`config.mk`:
```
export PLATFORM = sky130hd
export DESIGN_NAME = int_arb
export DESIGN_NICKNAME = d
export VERILOG_FILES = /design/src/rtl/int_arb_pkg.sv /design/src/rtl/int_arb_prio_enc.sv /design/src/rtl/int_arb.sv
export SDC_FILE = /design/constraint.sdc
export NUM_CORES = 1
export LEC_CHECK = 0
export BUFFER_PORTS_ARGS = -buffer_cell sky130_fd_sc_hd__buf_2
export CAP_MARGIN = 20
export CORE_ASPECT_RATIO = 0.8
export CORE_MARGIN = 2
export CORE_UTILIZATION = 38
export DETAILED_ROUTE_END_ITERATION = 10
export GPL_ROUTABILITY_DRIVEN = 0
export GPL_TIMING_DRIVEN = 0
export PLACE_DENSITY_LB_ADDON = 0.05
export SKIP_LAST_GASP = 1
export SLEW_MARGIN = 20
export SYNTH_ARGS = -nofsm -noshare
export SYNTH_HDL_FRONTEND = slang
export SYNTH_SLANG_ARGS = --single-unit
```
`constraint.sdc`:
```
create_clock -name clk -period 1.8 [get_ports clk]
set_input_delay 0 -clock clk [delete_from_list [all_inputs] [get_ports clk]]
set_output_delay 0 -clock clk [all_outputs]
set_load 0.01 [all_outputs]
```
`src/rtl/int_arb_pkg.sv`:
```
// Shared types and constants for the interrupt arbiter: FSM states,
// interrupt bit positions and the reserved-bit mask.
package int_arb_pkg;

  typedef enum logic [1:0] {
    ST_IDLE  = 2'd0,
    ST_REQ   = 2'd1,
    ST_TAKEN = 2'd2,
    ST_HOLD  = 2'd3
  } state_t;

  localparam int NUM_INT = 13;
  localparam int SWI0    = 0;
  localparam int HWI0    = 2;
  localparam int HWI_W   = 8;
  localparam int TI      = 11;
  localparam int IPI     = 12;

  // Bit 10 of ESTAT.IS is reserved and must never raise a request.
  localparam logic [NUM_INT-1:0] RSVD_MASK = 13'h1BFF;

endpackage

```
`src/rtl/int_arb_prio_enc.sv`:
```
// Fixed-priority encoder: the highest set bit of a 13-bit vector wins.
module int_prio_enc
  import int_arb_pkg::*;
(
  input  logic [NUM_INT-1:0] vec,
  output logic [3:0]         idx,
  output logic               valid
);

  always_comb begin
    idx = '0;
    for (int i = 0; i < NUM_INT; i++) begin
      if (vec[i]) idx = 4'(i);
    end
    valid = |vec;
  end

endmodule

```
`src/rtl/int_arb.sv`:
```
// Interrupt arbiter: masks and prioritises pending interrupts and runs the
// request/ack/holdoff handshake. Define INT_ARB_HWI_SYNC_EN to synchronise HWI inputs.
//
// state    | meaning
// ---------+------------------------------------------------------------
// ST_IDLE  | no request outstanding, waiting for a qualified pending source
// ST_REQ   | int_req high, index tracks the current winner until ack
// ST_TAKEN | one-cycle int_taken pulse, index frozen
// ST_HOLD  | holdoff down-counter running, new requests suppressed
module int_arb
  import int_arb_pkg::*;
#(
  parameter int HOLDOFF = 4
) (
  input  logic               clk,
  input  logic               rst_n,
  input  logic [NUM_INT-1:0] ECFG_LIE,
  input  logic [NUM_INT-1:0] ESTAT_IS,
  input  logic               CRMD_IE,
  input  logic               int_ack,
  output logic               int_req,
  output logic [3:0]         int_idx,
  output logic               int_taken
);

  localparam logic [3:0] HOLD_LD = 4'(HOLDOFF - 1);

  state_t             state, state_nxt;
  logic [3:0]         cnt;
  logic [NUM_INT-1:0] is_eff;
  logic [NUM_INT-1:0] masked;
  logic [3:0]         win_idx;
  logic               win_vld;
  logic               any_pend;

`ifdef INT_ARB_HWI_SYNC_EN
  logic [HWI_W-1:0] hwi_s1, hwi_s2;

  always_ff @(posedge clk or negedge rst_n) begin
    if (!rst_n) begin
      hwi_s1 <= '0;
      hwi_s2 <= '0;
    end else begin
      hwi_s1 <= ESTAT_IS[HWI0 +: HWI_W];
      hwi_s2 <= hwi_s1;
    end
  end

  assign is_eff = {ESTAT_IS[NUM_INT-1:HWI0+HWI_W], hwi_s2, ESTAT_IS[HWI0-1:SWI0]};
`else
  assign is_eff = ESTAT_IS;
`endif

  assign masked   = is_eff & ECFG_LIE & RSVD_MASK;
  assign any_pend = win_vld & CRMD_IE;

  int_prio_enc u_enc (
    .vec   (masked),
    .idx   (win_idx),
    .valid (win_vld)
  );

  // Index is captured while waiting and re-tracked in REQ; ack freezes it.
  always_ff @(posedge clk or negedge rst_n) begin
    if (!rst_n) begin
      state   <= ST_IDLE;
      cnt     <= '0;
      int_idx <= '0;
    end else begin
      state <= state_nxt;
      if (any_pend && (state == ST_IDLE || (state == ST_REQ && !int_ack)))
        int_idx <= win_idx;
      if (state == ST_TAKEN)
        cnt <= HOLD_LD;
      else if (state == ST_HOLD && cnt != '0)
        cnt <= cnt - 4'd1;
    end
  end

  always_comb begin
    state_nxt = state;
    case (state)
      ST_IDLE:  if (any_pend) state_nxt = ST_REQ;
      ST_REQ: begin
        if (int_ack)       state_nxt = ST_TAKEN;
        else if (!any_pend) state_nxt = ST_IDLE;
      end
      ST_TAKEN: state_nxt = ST_HOLD;
      ST_HOLD:  if (cnt == '0) state_nxt = ST_IDLE;
      default:  state_nxt = ST_IDLE;
    endcase
  end

  always_comb begin
    int_req   = (state == ST_REQ);
    int_taken = (state == ST_TAKEN);
  end

endmodule

```
==> key figures <==
Min path
  • Hold path depth: 3
  • Hold Path Origin: int_ack
  • End of the worst hold path: state[0]$_DFFE_PN0P_
  • HP Class: in -> reg

Critical path
  • R2r worst-path depth: 7
  • R2R Path End: cnt[3]$_DFFE_PN0P_
  • Crit path from: cnt[0]$_DFFE_PN0P_
  • Slowest stage delay, CP: 0.39 ns
  • Crit path required time: 1.95 ns
  • Slowest cell on the critical path: dfrtp_1
  • WS Path Type: reg -> reg
  • CP max FO: 8
  • CP arrival: 1.64 ns
  • CP Capture Type: flop
  • Flop-to-flop setup slack: 0.31 ns
  • Startpoint Class: flop
  • CP Cell Sequence: inv_1 > ha_1 > inv_1 > o311ai_4 > o21ai_0 > nand2_1 > o21ai_0
  • FF-to-FF Start: cnt[0]$_DFFE_PN0P_

Timing
  • Tcrit/Tclk final: 82.94%
  • Final min period: 1.493 ns
  • Setup violators final: 0
  • Relative slew slack: 72.74%
  • RSZ-0062 raised after global routing: false
  • Final hold vios: 0
  • Post-route setup slack: 0.3071 ns
  • Slew Limit Fails: 0
  • Fmax: 669.8 MHz
  • Worst Max-Slew Pin Slew: 0.4080 ns
  • Clk_skew: 0.004029 ns

Layout
  • Layout Nets: 141
  • Synth-to-layout area growth: 39.12%
  • Final Util: 56.08%
  • # diodes: 0
  • Layout cells sized above 1: 42.59%

Pwr
  • P per Cell Area: 1260 nW/um^2
  • P_leak: 0.4699 nW
  • IR drop worst, VDD: 0.0006975 V

Die
  • Starting Density: 40.31%
  • Die Ht: 41.15 um
  • Top Ports: 36
  • Row Count: 13
  • Die Wd: 50.44 um
  • Die area: 2076 sq um
  • CORE AREA: 1627 sq um

Synthesis
  • Synth Net Count: 102
  • Synth async-reset ratio: 100.0%
  • Synth Flop Type: dfrtp_1
  • Sequential area share after synthesis: 38.17%
  • Most frequent cell after synthesis: nand2_1
  • Post-synth top cells: nand2_1, dfrtp_1, inv_1
  • Synth unique cells: 26
  • Number of synthesized register bits: 10
  • Largest area contributor in the netlist: dfrtp_1
  • EDFF count, synth: 0
  • Syn Inst Count: 70
  • Syn_area_per_cell: 9.366 sq um
  • Total number of yosys warnings: 0
  • Area share of the leading cell type in the synthesized netlist: 38.17%
  • Syn Std Cell Area: 655.6 sq um
  • Synth top area cells: dfrtp_1, mux2_4, nand2_1, ha_1, a22oi_4

Global routing
  • Vias in the first global route: 564
  • Global route total overflow: 0
  • Initial antenna violation count: 0
  • First-pass GRT wire length: 2249 um
  • Largest net degree at the start of global routing: 11
  • GRT Total Usage: 15.47%

Place
  • I/O Buffers: 33
  • Hpwl dp: 1147 um
  • Dpl ws: -0.1301 ns

Drt
  • Post-route ant nets: 0
  • Detailed-route DRC error count: 0
  • DR vias/cell: 4.785
  • Via count: 622
  • WL per Instance: 10.54 um
  • Initial DRC count: 2
  • Iteration count of the initial detailed-routing pass: 3
  • Final WL: 1370 um

Clock network
  • Worst-path clk slew: 0.06 ns
  • Max clock buf depth: 2
  • TritonCTS clock tree: built
  • CTS sink count: 10
  • Clock insertion delay at the later pin of the skew report: 0.27 ns
  • Root buffer cell: clkbuf_4
  • CTS Buf Count: 3
  • H-tree levels: 1
  • Setup bufs post-CTS: 0

Run status
  • Outcome: finished, final reports clean

Run
  • Max Cap Viol: 0
per-stage QoR:
| step | instance area, sq um | hold WS, ns | setup TNS (ns) | cells | power, mW |
|---|---|---|---|---|---|
| 2_1_floorplan | 655.6 | -0.2956 | 0 | 70 | 0.7513 |
| 3_3_place_gp | 848.3 | -0.1284 | -0.1730 | 125 | 0.9142 |
| 3_5_place_dp | 848.3 | -0.1283 | -0.1955 | 125 | 0.9196 |
| 4_1_cts | 902.1 | 0.0005781 | 0 | 130 | 1.147 |
| 5_1_grt | 912.1 | 0.0001031 | 0 | 130 | 1.250 |
| 6_report | 912.1 | 0.01160 | 0 | 130 | 1.149 |
cells in the final DEF, fill, tap and decap left out, drive strengths merged:
cell | netlist | routed
ha | 2 | 2
o21ai | 4 | 4
and3 | 1 | 1
a22o | 1 | 1
inv | 5 | 5
a32o | 1 | 1
dfrtp | 10 | 10
o211ai | 1 | 1
clkbuf | 0 | 4
a21oi | 4 | 4
o311ai | 1 | 1
nor3 | 1 | 1
xnor2 | 2 | 2
dlygate4sd3 | 0 | 1
buf | 1 | 34
nor2 | 2 | 2
a31oi | 3 | 3
or2 | 1 | 1
nand2b | 3 | 3
nand2 | 13 | 13
nand3 | 3 | 3
nor2b | 1 | 1
mux2 | 4 | 4
a32oi | 2 | 2
a22oi | 3 | 3
or3 | 1 | 1
worst max-delay path, delay by kind of cell, from the launching register on:
family | cells | cell delay (ns)
AOI/OAI and AO/OA | 3 | 0.59
adders and majority gates | 1 | 0.15
buffers and inverters | 2 | 0.17
DFF | 1 | 0.39
and+or+nand+nor | 1 | 0.08
worst max path at each step:
stage / to / cells past startpoint
after floorplan: cnt[3]$_DFFE_PN0P_ / 7
after global routing: cnt[3]$_DFFE_PN0P_ / 7
after detailed placement: cnt[3]$_DFFE_PN0P_ / 7
after CTS: cnt[3]$_DFFE_PN0P_ / 7
after global placement: cnt[3]$_DFFE_PN0P_ / 7
final: cnt[3]$_DFFE_PN0P_ / 7
cell families (layout without fill, tap and decap cells):
group                      Yosys count  in the layout  share of synthesized area [%]
DFF                                 10             10                          38.17
buffers and inverters                6             44                          4.580
xor gates and xnor gates             2              2                          2.672
muxes                                4              4                          9.161
AOI/OAI and AO/OA                   20             20                          22.52
and+or+nand+nor                     26             26                          19.09
adders and majority gates            2              2                          3.816
metal layers:
metal	routed length, um	GRT usage, %
met5	0	0
met4	10	4.054
met3	98	6.569
met2	559	24.67
met1	701	19.65
power breakdown:
part	internal [mW]	switching, mW
logic	0.281	0.241
clock network	0.123	0.0761
registers	0.326	0.101
layout make-up:
type                       count  area (sq um)
buffer                         1         11.26
tap                           22         27.53
multi-input combinational     54         392.9
sequential                    10         250.2
inverter                       5         18.77
fill                         169         714.4
clock buffer                   4         36.28
timing repair buffer          34         175.2
sequential cells by signal, summed over array words and instances, names as in the netlist, named ones only:
register	count
state	1
cnt	4
int_idx	4
timing repair:
item                       in CTS  in global routing
hold endpoints to repair       10                  0
setup endpoints to repair       3                  2
cloned                          0                  0
hold buffers                    1                  0
resized for setup               1                  1
(Power assumes the default switching activity.)
